## src/rtl/fpnew_result_fifo.sv

```systemverilog
// Purpose : in-order result buffer behind the operation-unit output pipeline.
// Latency : 1 cycle through an empty FIFO; 0 cycles when FallThrough = 1.
// Backpressure: in_ready_o depends only on occupancy and flush, never on out_ready_i.
//
// Ports:
//   clk_i, rst_i                      clock (rising edge), async active-high reset
//   result_i/status_i/extension_bit_i/tag_i/aux_i, in_valid_i, in_ready_o
//                                     upstream result entry and handshake
//   flush_i                           synchronous discard of all entries
//   result_o/status_o/extension_bit_o/tag_o/aux_o, out_valid_o, out_ready_i
//                                     head entry and downstream handshake
//   count_o, busy_o                   occupancy and busy status
module fpnew_result_fifo #(
  parameter int unsigned Width       = 32,
  parameter int unsigned Depth       = 2,
  parameter bit          FallThrough = 1'b0,
  parameter type         TagType     = logic,
  parameter type         AuxType     = logic
) (
  input  logic                         clk_i,
  input  logic                         rst_i,
  input  logic [Width-1:0]             result_i,
  input  logic [4:0]                   status_i,
  input  logic                         extension_bit_i,
  input  TagType                       tag_i,
  input  AuxType                       aux_i,
  input  logic                         in_valid_i,
  output logic                         in_ready_o,
  input  logic                         flush_i,
  output logic [Width-1:0]             result_o,
  output logic [4:0]                   status_o,
  output logic                         extension_bit_o,
  output TagType                       tag_o,
  output AuxType                       aux_o,
  output logic                         out_valid_o,
  input  logic                         out_ready_i,
  output logic [$clog2(Depth+1)-1:0]   count_o,
  output logic                         busy_o
);

  localparam int unsigned CntW = $clog2(Depth + 1);
  // A single-entry FIFO still needs a 1-bit pointer; it just never moves.
  localparam int unsigned PtrW = (Depth > 1) ? $clog2(Depth) : 1;
  localparam logic [CntW-1:0] DepthCnt = CntW'(Depth);
  localparam logic [PtrW-1:0] LastPtr  = PtrW'(Depth - 1);

  // Storage is not reset: contents are only observable once counted valid.
  logic [Width-1:0] result_q [Depth];
  logic [4:0]       status_q [Depth];
  logic             ext_q    [Depth];
  TagType           tag_q    [Depth];
  AuxType           aux_q    [Depth];

  logic [PtrW-1:0] rd_ptr, wr_ptr;
  logic [CntW-1:0] count;

  logic empty, pass_through, push, pop, write_en, read_en;

  // Depth need not be a power of two, so wrap on an explicit compare.
  function automatic logic [PtrW-1:0] next_ptr(input logic [PtrW-1:0] p);
    return (p == LastPtr) ? '0 : p + 1'b1;
  endfunction

  assign empty        = (count == '0);
  assign pass_through = FallThrough & empty;

  assign in_ready_o  = (count < DepthCnt) & ~flush_i;
  assign out_valid_o = (~empty | (FallThrough & in_valid_i)) & ~flush_i;

  assign push = in_valid_i & in_ready_o;
  assign pop  = out_valid_o & out_ready_i;

  // In fall-through with a ready consumer the entry bypasses storage entirely;
  // in that case the pop consumes the bypassed entry, not the (empty) head.
  assign write_en = push & ~(pass_through & out_ready_i);
  assign read_en  = pop & ~pass_through;

  always_ff @(posedge clk_i or posedge rst_i) begin
    if (rst_i) begin
      rd_ptr <= '0;
      wr_ptr <= '0;
      count  <= '0;
    end else if (flush_i) begin
      rd_ptr <= '0;
      wr_ptr <= '0;
      count  <= '0;
    end else begin
      if (write_en) wr_ptr <= next_ptr(wr_ptr);
      if (read_en)  rd_ptr <= next_ptr(rd_ptr);
      if (write_en && !read_en)      count <= count + 1'b1;
      else if (read_en && !write_en) count <= count - 1'b1;
    end
  end

  always_ff @(posedge clk_i) begin
    if (write_en) begin
      result_q[wr_ptr] <= result_i;
      status_q[wr_ptr] <= status_i;
      ext_q[wr_ptr]    <= extension_bit_i;
      tag_q[wr_ptr]    <= tag_i;
      aux_q[wr_ptr]    <= aux_i;
    end
  end

  always_comb begin
    result_o        = result_q[rd_ptr];
    status_o        = status_q[rd_ptr];
    extension_bit_o = ext_q[rd_ptr];
    tag_o           = tag_q[rd_ptr];
    aux_o           = aux_q[rd_ptr];
    if (pass_through) begin
      result_o        = result_i;
      status_o        = status_i;
      extension_bit_o = extension_bit_i;
      tag_o           = tag_i;
      aux_o           = aux_i;
    end
  end

  assign count_o = count;
  assign busy_o  = ~empty | in_valid_i;

`ifndef SYNTHESIS
  // Upstream must hold a stalled entry stable; a flush releases it from that duty.
  a_in_stable : assert property (@(posedge clk_i) disable iff (rst_i)
    (in_valid_i & ~in_ready_o & ~flush_i) |=>
      (in_valid_i && $stable(result_i) && $stable(status_i) &&
       $stable(extension_bit_i) && $stable(tag_i) && $stable(aux_i)))
    else $error("upstream entry changed while stalled");
`endif

endmodule

```

## config.mk

```make
export PLATFORM = sky130hd
export DESIGN_NAME = fpnew_result_fifo
export DESIGN_NICKNAME = d
export VERILOG_FILES = /design/src/rtl/fpnew_result_fifo.sv
export SDC_FILE = /design/constraint.sdc
export NUM_CORES = 1
export LEC_CHECK = 0
export CORE_ASPECT_RATIO = 0.75
export CORE_MARGIN = 4
export CORE_UTILIZATION = 42
export DETAILED_ROUTE_END_ITERATION = 12
export PLACE_DENSITY_LB_ADDON = 0.25
export SYNTH_ARGS = -nofsm -noshare
export SYNTH_HDL_FRONTEND = slang
export SYNTH_SLANG_ARGS = --single-unit
```

## constraint.sdc

```tcl
create_clock -name clk_i -period 4.3 [get_ports clk_i]
set_input_delay 0.645 -clock clk_i [delete_from_list [all_inputs] [get_ports clk_i]]
set_output_delay 0.645 -clock clk_i [all_outputs]
set_load 0.01 [all_outputs]
```

# Word-level counts from Yosys, hierarchy flattened
# Memories as Yosys holds them, arrays and structs flattened.
# Index checks and enable logic that the tools add are counted.
# Widths: inputs -> output; s select.
[word_totals]
register_bits = 4
ram_bits = 80
in_bits = 45
wordCells = 39
memories = 5
[mem_list]
columns = ["memory", "depth", "word_bits", "read_ports", "rd_ports_with_merged_regs", "wr", "line", "source"]
rows = [
  ["result_q", 2, 32, 1, 0, 1, "48", "logic [Width-1:0] result_q [Depth];"],
  ["status_q", 2, 5, 1, 0, 1, "49", "logic [4:0] status_q [Depth];"],
  ["aux_q", 2, 1, 1, 0, 1, "52", "AuxType aux_q [Depth];"],
  ["ext_q", 2, 1, 1, 0, 1, "50", "logic ext_q [Depth];"],
  ["tag_q", 2, 1, 1, 0, 1, "51", "TagType tag_q [Depth];"],
]
[op_classes]
n_addsub = 4
order_cmp = 1
mux = 11
bitwise_logic = 7
n_reduce_logical = 8
[op_table]
columns = ["op", "n"]
rows = [
  ["$mux 1", 8],
  ["$mux 2", 3],
  ["$and 1x1->1", 4],
  ["$reduce_bool 2->1", 2],
  ["$reduce_bool 3->1", 1],
  ["$add 1x1->1 const B", 2],
  ["$add 2x1->2 const B", 1],
  ["$logic_and 1x1->1", 2],
  ["$logic_not 1->1", 2],
  ["$logic_not 2->1", 1],
  ["$lt 2x2->1 const B", 1],
  ["$not 1->1", 2],
  ["$sub 2x1->2 const B", 1],
  ["$or 1x1->1", 1],
]

# Longest topological paths before layout
[logic_depth]
word_depth = 8
ltp_mapped = 4

# Worst setup path before layout
# OpenSTA, ideal clock, no wires.
[synth_timing]
kind = "input -> register"
from = "input port flush_i"
to = "memory aux_q[1] (netlist name), enable pin"
setup_ps = 495
arrival_ps = 3718
slack_ps = 87
stages = 2
path_buffers = 1
cell_sequence = "buf_6 nor3b_1"
[synth_via]
elab_chain_len = 5
[synth_lines]
columns = ["item", "line", "source"]
rows = [
  ["from (decl)", "29", "input logic flush_i,"],
  ["$not 1->1", "67", "assign in_ready_o = (count < DepthCnt) & ~flush_i;"],
  ["$and 1x1->1", "67", ""],
  ["$and 1x1->1", "70", "assign push = in_valid_i & in_ready_o;"],
  ["$mux 1", "96", "if (write_en) begin"],
  ["$mux 1 (not written as such)", "101", "aux_q[wr_ptr] <= aux_i;"],
  ["to (decl)", "52", ""],
]
# Every way passes these cells.

# Worst setup path in the final report
[layout_timing]
from = "register rd_ptr"
to = "output port result_o[12]"
[layout_via]
elab_chain_len = 1
[layout_lines]
columns = ["item", "line", "source"]
rows = [
  ["from (decl)", "54", "logic [PtrW-1:0] rd_ptr, wr_ptr;"],
  ["from (signal assigned)", "89", "if (read_en) rd_ptr <= next_ptr(rd_ptr);"],
  ["$mem_v2 2x32", "--", ""],
  ["to (decl)", "30", "output logic [Width-1:0] result_o,"],
]
# Every way passes these cells.

==> tab_implementation.tex <==
\begin{tabular}{lr}
\hline
Metric & Value \\
\hline
\multicolumn{2}{l}{\textbf{Layout}} \\
Share of post-route cells with drive strength above 1 & 24.4\% \\
Leading cell types in the layout, fill and taps excluded & sky130\_fd\_sc\_hd\_\_clkdlybuf4s50\_1, sky130\_fd\_sc\_hd\_\_edfxtp\_1, sky130\_fd\_sc\_hd\_\_mux2\_2 \\
Filler-free cell count of the finished design & between 300 and 400 \\
Utilization after layout & roughly three fifths \\
Growth of design area from synthesis to finish & 36.3\% \\
Commonest non-fill, non-tap cell in the layout & sky130\_fd\_sc\_hd\_\_clkdlybuf4s50\_1 \\
Number of nets in the layout & just under 300 \\
ANT cells & 0 \\
\multicolumn{2}{l}{\textbf{Worst setup path}} \\
Largest fanout on the critical path & between 40 and 50 \\
Depth of the worst register-to-register path & 3 \\
R2R Setup Slk & about 2.7 ns \\
Crit path DAT & about 2.3 ns \\
Category of the most critical setup path & reg2out \\
Kind of end point of the critical path & output pin \\
R2r startpoint & count\_o[1] \\
Critical path data required time & about 3.7 ns \\
Crit path launch type & register \\
Worst reg2reg path endpoint & result\_q[1][29] \\
\multicolumn{2}{l}{\textbf{Floorplan}} \\
Height of the chip & between 80 and 90 µm \\
Number of standard-cell rows in the floorplan & 27 \\
Core area & about 7300 µm² \\
Initial core utilization & about 43\% \\
Total Die Area & 8990 µm² \\
Die width & 108 µm \\
Total I/O pin count & 90 \\
\multicolumn{2}{l}{\textbf{Drt}} \\
Number of optimization iterations in the first detailed-route pass & 4 \\
Total number of vias & 1,622 \\
Remaining antenna violation count after routing & 0 \\
Starting DRC count in detailed routing & around 70 \\
Met3 routed WL & roughly 450 µm \\
Routed met2 length & around 2600 µm \\
Avg WL per Cell & approximately 16 µm \\
Wirelength, routed & roughly 5600 µm \\
Per-cell via count in the routed design & 4.57 \\
Uppermost metal layer occupied by signal nets & met4 \\
WL met1 & approximately 2500 µm \\
Post-route DRC & 0 \\
\multicolumn{2}{l}{\textbf{Global route}} \\
Total grt overflow & 0 \\
Wire length of the first global-routing pass & approximately 9200 µm \\
Pin count of the biggest net entering global routing & 42 \\
Overall global routing resource usage & 13.5\% \\
Antenna violations before repair & 0 \\
Vias in the first global route & approximately 1,800 \\
\multicolumn{2}{l}{\textbf{Pwr}} \\
Worst vdd ir & about 0.20 mV \\
Power dissipated by switching net loads & $\sim$0.36 mW \\
Total power consumption of the routed design & approximately 1.6 mW \\
Power per Cell Area & roughly 380 nW/µm² \\
Register share of total power & 58.7\% \\
Internal power contribution & roughly 1.3 mW \\
Proportion of power drawn by combinational gates & between 10\% and 20\% \\
Leakage power of the design & roughly 1.4 nW \\
Share of total power in the clock network & 27.8\% \\
Switching power share of the total & between 20\% and 30\% \\
\multicolumn{2}{l}{\textbf{CTS}} \\
Sinks on Clock Net & 84 \\
\# H-tree levels & 3 \\
TritonCTS clock tree & done \\
Number of clock buffers inserted by TritonCTS & 9 \\
Insertion delay to the later sink of the worst-skew pair & 0.34 ns \\
Reg clk slew, reported paths & 0.07 ns \\
Number of hold buffers added after CTS & 0 \\
Setup Buffers After CTS & 0 \\
Gates resized, CTS repair & 0 \\
Master cell of the clock root buffer & sky130\_fd\_sc\_hd\_\_clkbuf\_8 \\
CTS max path bufs & 2 \\
\multicolumn{2}{l}{\textbf{Synthesis}} \\
Post-synthesis instance area & $\sim$3200 µm² \\
Sequential cell area fraction in the yosys report & between 70\% and 80\% \\
Post-synthesis average cell area & just over 20 µm² \\
Total nets after synthesis & $\sim$200 \\
Post-Syn Instances & around 150 \\
Synth unique cells & 20 \\
Yosys reg bits & 84 \\
Count of warnings emitted by yosys & 0 \\
\multicolumn{2}{l}{\textbf{Placement}} \\
Total of buffers placed on input and output ports & between 80 and 90 \\
Post-DP HPWL & roughly 3800 µm \\
Placed instance count & 340 \\
Final Wtd Congestion & between 0.7 and 0.8 \\
\multicolumn{2}{l}{\textbf{Job}} \\
Number of violations of the max-capacitance limit & 0 \\
\multicolumn{2}{l}{\textbf{Timing}} \\
Ratio of final minimum period to clock period & 67.6\% \\
Remaining max-slew budget at the tightest pin & a little under two fifths \\
TNS Setup & 0 ns \\
Worst hold slack & slightly below 0.5 ns \\
Setup repair after global routing missed its margin & false \\
Setup violations, final & 0 \\
Worst-Margin Slew & $\sim$0.95 ns \\
Clock skew & 0.00719 ns \\
Final hold violation count & 0 \\
Fmax & roughly 340 MHz \\
Minimum clock period & approximately 2.9 ns \\
Final Max Slew Viols & 0 \\
\multicolumn{2}{l}{\textbf{Run status}} \\
Outcome & complete, no violations \\
\multicolumn{2}{l}{\textbf{Min path}} \\
Min-Delay Path Class & in2async \\
\hline
\end{tabular}
==> cell usage after synthesis <==
master / n / area share [%]
sky130_fd_sc_hd__a21o_2: 1 / 0.28
sky130_fd_sc_hd__a21oi_1: 2 / 0.32
sky130_fd_sc_hd__and2b_2: 1 / 0.28
sky130_fd_sc_hd__buf_6: 6 / 2.1
sky130_fd_sc_hd__dfrtp_1: 4 / 3.2
sky130_fd_sc_hd__edfxtp_1: 80 / 76
sky130_fd_sc_hd__inv_1: 1 / 0.12
sky130_fd_sc_hd__mux2_1: 3 / 1.1
sky130_fd_sc_hd__mux2_2: 37 / 13
sky130_fd_sc_hd__mux2i_1: 1 / 0.32
sky130_fd_sc_hd__nand2_1: 1 / 0.12
sky130_fd_sc_hd__nand2b_4: 1 / 0.44
sky130_fd_sc_hd__nor2_1: 5 / 0.59
sky130_fd_sc_hd__nor2b_1: 1 / 0.20
sky130_fd_sc_hd__nor3_1: 1 / 0.16
sky130_fd_sc_hd__nor3b_1: 1 / 0.24
sky130_fd_sc_hd__o21ai_0: 2 / 0.32
sky130_fd_sc_hd__or2b_2: 1 / 0.28
sky130_fd_sc_hd__or3_2: 1 / 0.24
sky130_fd_sc_hd__xor2_1: 2 / 0.55
==> cell families (layout without fill, tap and decap cells) <==
logic type             Yosys count  after routing  synth area share (%)
flip-flops                      84             84                  79.2
multiplexers                    41             41                  14.6
AND/OR/NAND/NOR                 13             13                  2.53
buffers and inverters            7            109                  2.26
AO/OA/AOI/OAI                    5              5                 0.911
XOR/XNOR                         2              2                 0.554
==> stage by stage <==
stage,setup slack (ns),cell area [µm²]
CTS,1.33,4310
detailed placement,1.62,4150
global placement,1.63,4150
global route,1.25,4310
floorplan,0.0870,3160
finish,1.39,4310
==> registers in the layout, summed over array words and instances, names as in the netlist <==
register	count
ext_q	2
tag_q	2
wr_ptr	1
rd_ptr	1
aux_q	2
count_o	2
result_q	64
status_q	10
==> layout make-up <==
class | instances | area (µm²)
Tap cell | 101 | 126
Timing Repair Buffer | 93 | 921
Fill cell | 596 | 3020
Sequential cell | 84 | 2500
Multi-Input combinational cell | 61 | 597
Inverter | 1 | 3.75
Clock inverter | 6 | 32.5
Clock buffer | 9 | 124
==> layer usage <==
layer / GRT usage [%] / vias up
met5: 0 / -
met4: 5.50 / 0
met3: 5.75 / 11
met2: 20.2 / 56
met1: 17.4 / 775
li1: - / 780
==> how the worst max path moves through the flow <==
stage	start	to	slack (ns)	cells past startpoint
after detailed placement	in_valid_i	busy_o	1.62	3
after floorplan	flush_i	aux_q[1]	0.09	2
after CTS	rd_ptr	result_o[2]	1.33	2
final	rd_ptr	result_o[12]	1.39	2
after global routing	rd_ptr	result_o[27]	1.25	2
after global placement	in_valid_i	busy_o	1.63	3
==> worst max-delay path: stages, from the launching register on <==
cell and delay (ns):
sky130_fd_sc_hd__dfrtp_2 1.00, sky130_fd_sc_hd__mux2_2 0.43, sky130_fd_sc_hd__clkdlybuf4s50_1 0.48
==> power by group through the flow <==
stage                     clock (mW)  sequential [mW]  combinational (mW)
after floorplan                    0            0.963               0.107
after global placement             0            0.975               0.222
after detailed placement           0            0.977               0.222
after CTS                      0.473            0.958               0.224
after global routing           0.511            0.962               0.237
final                          0.454            0.957               0.220
(Power assumes the default switching activity.)
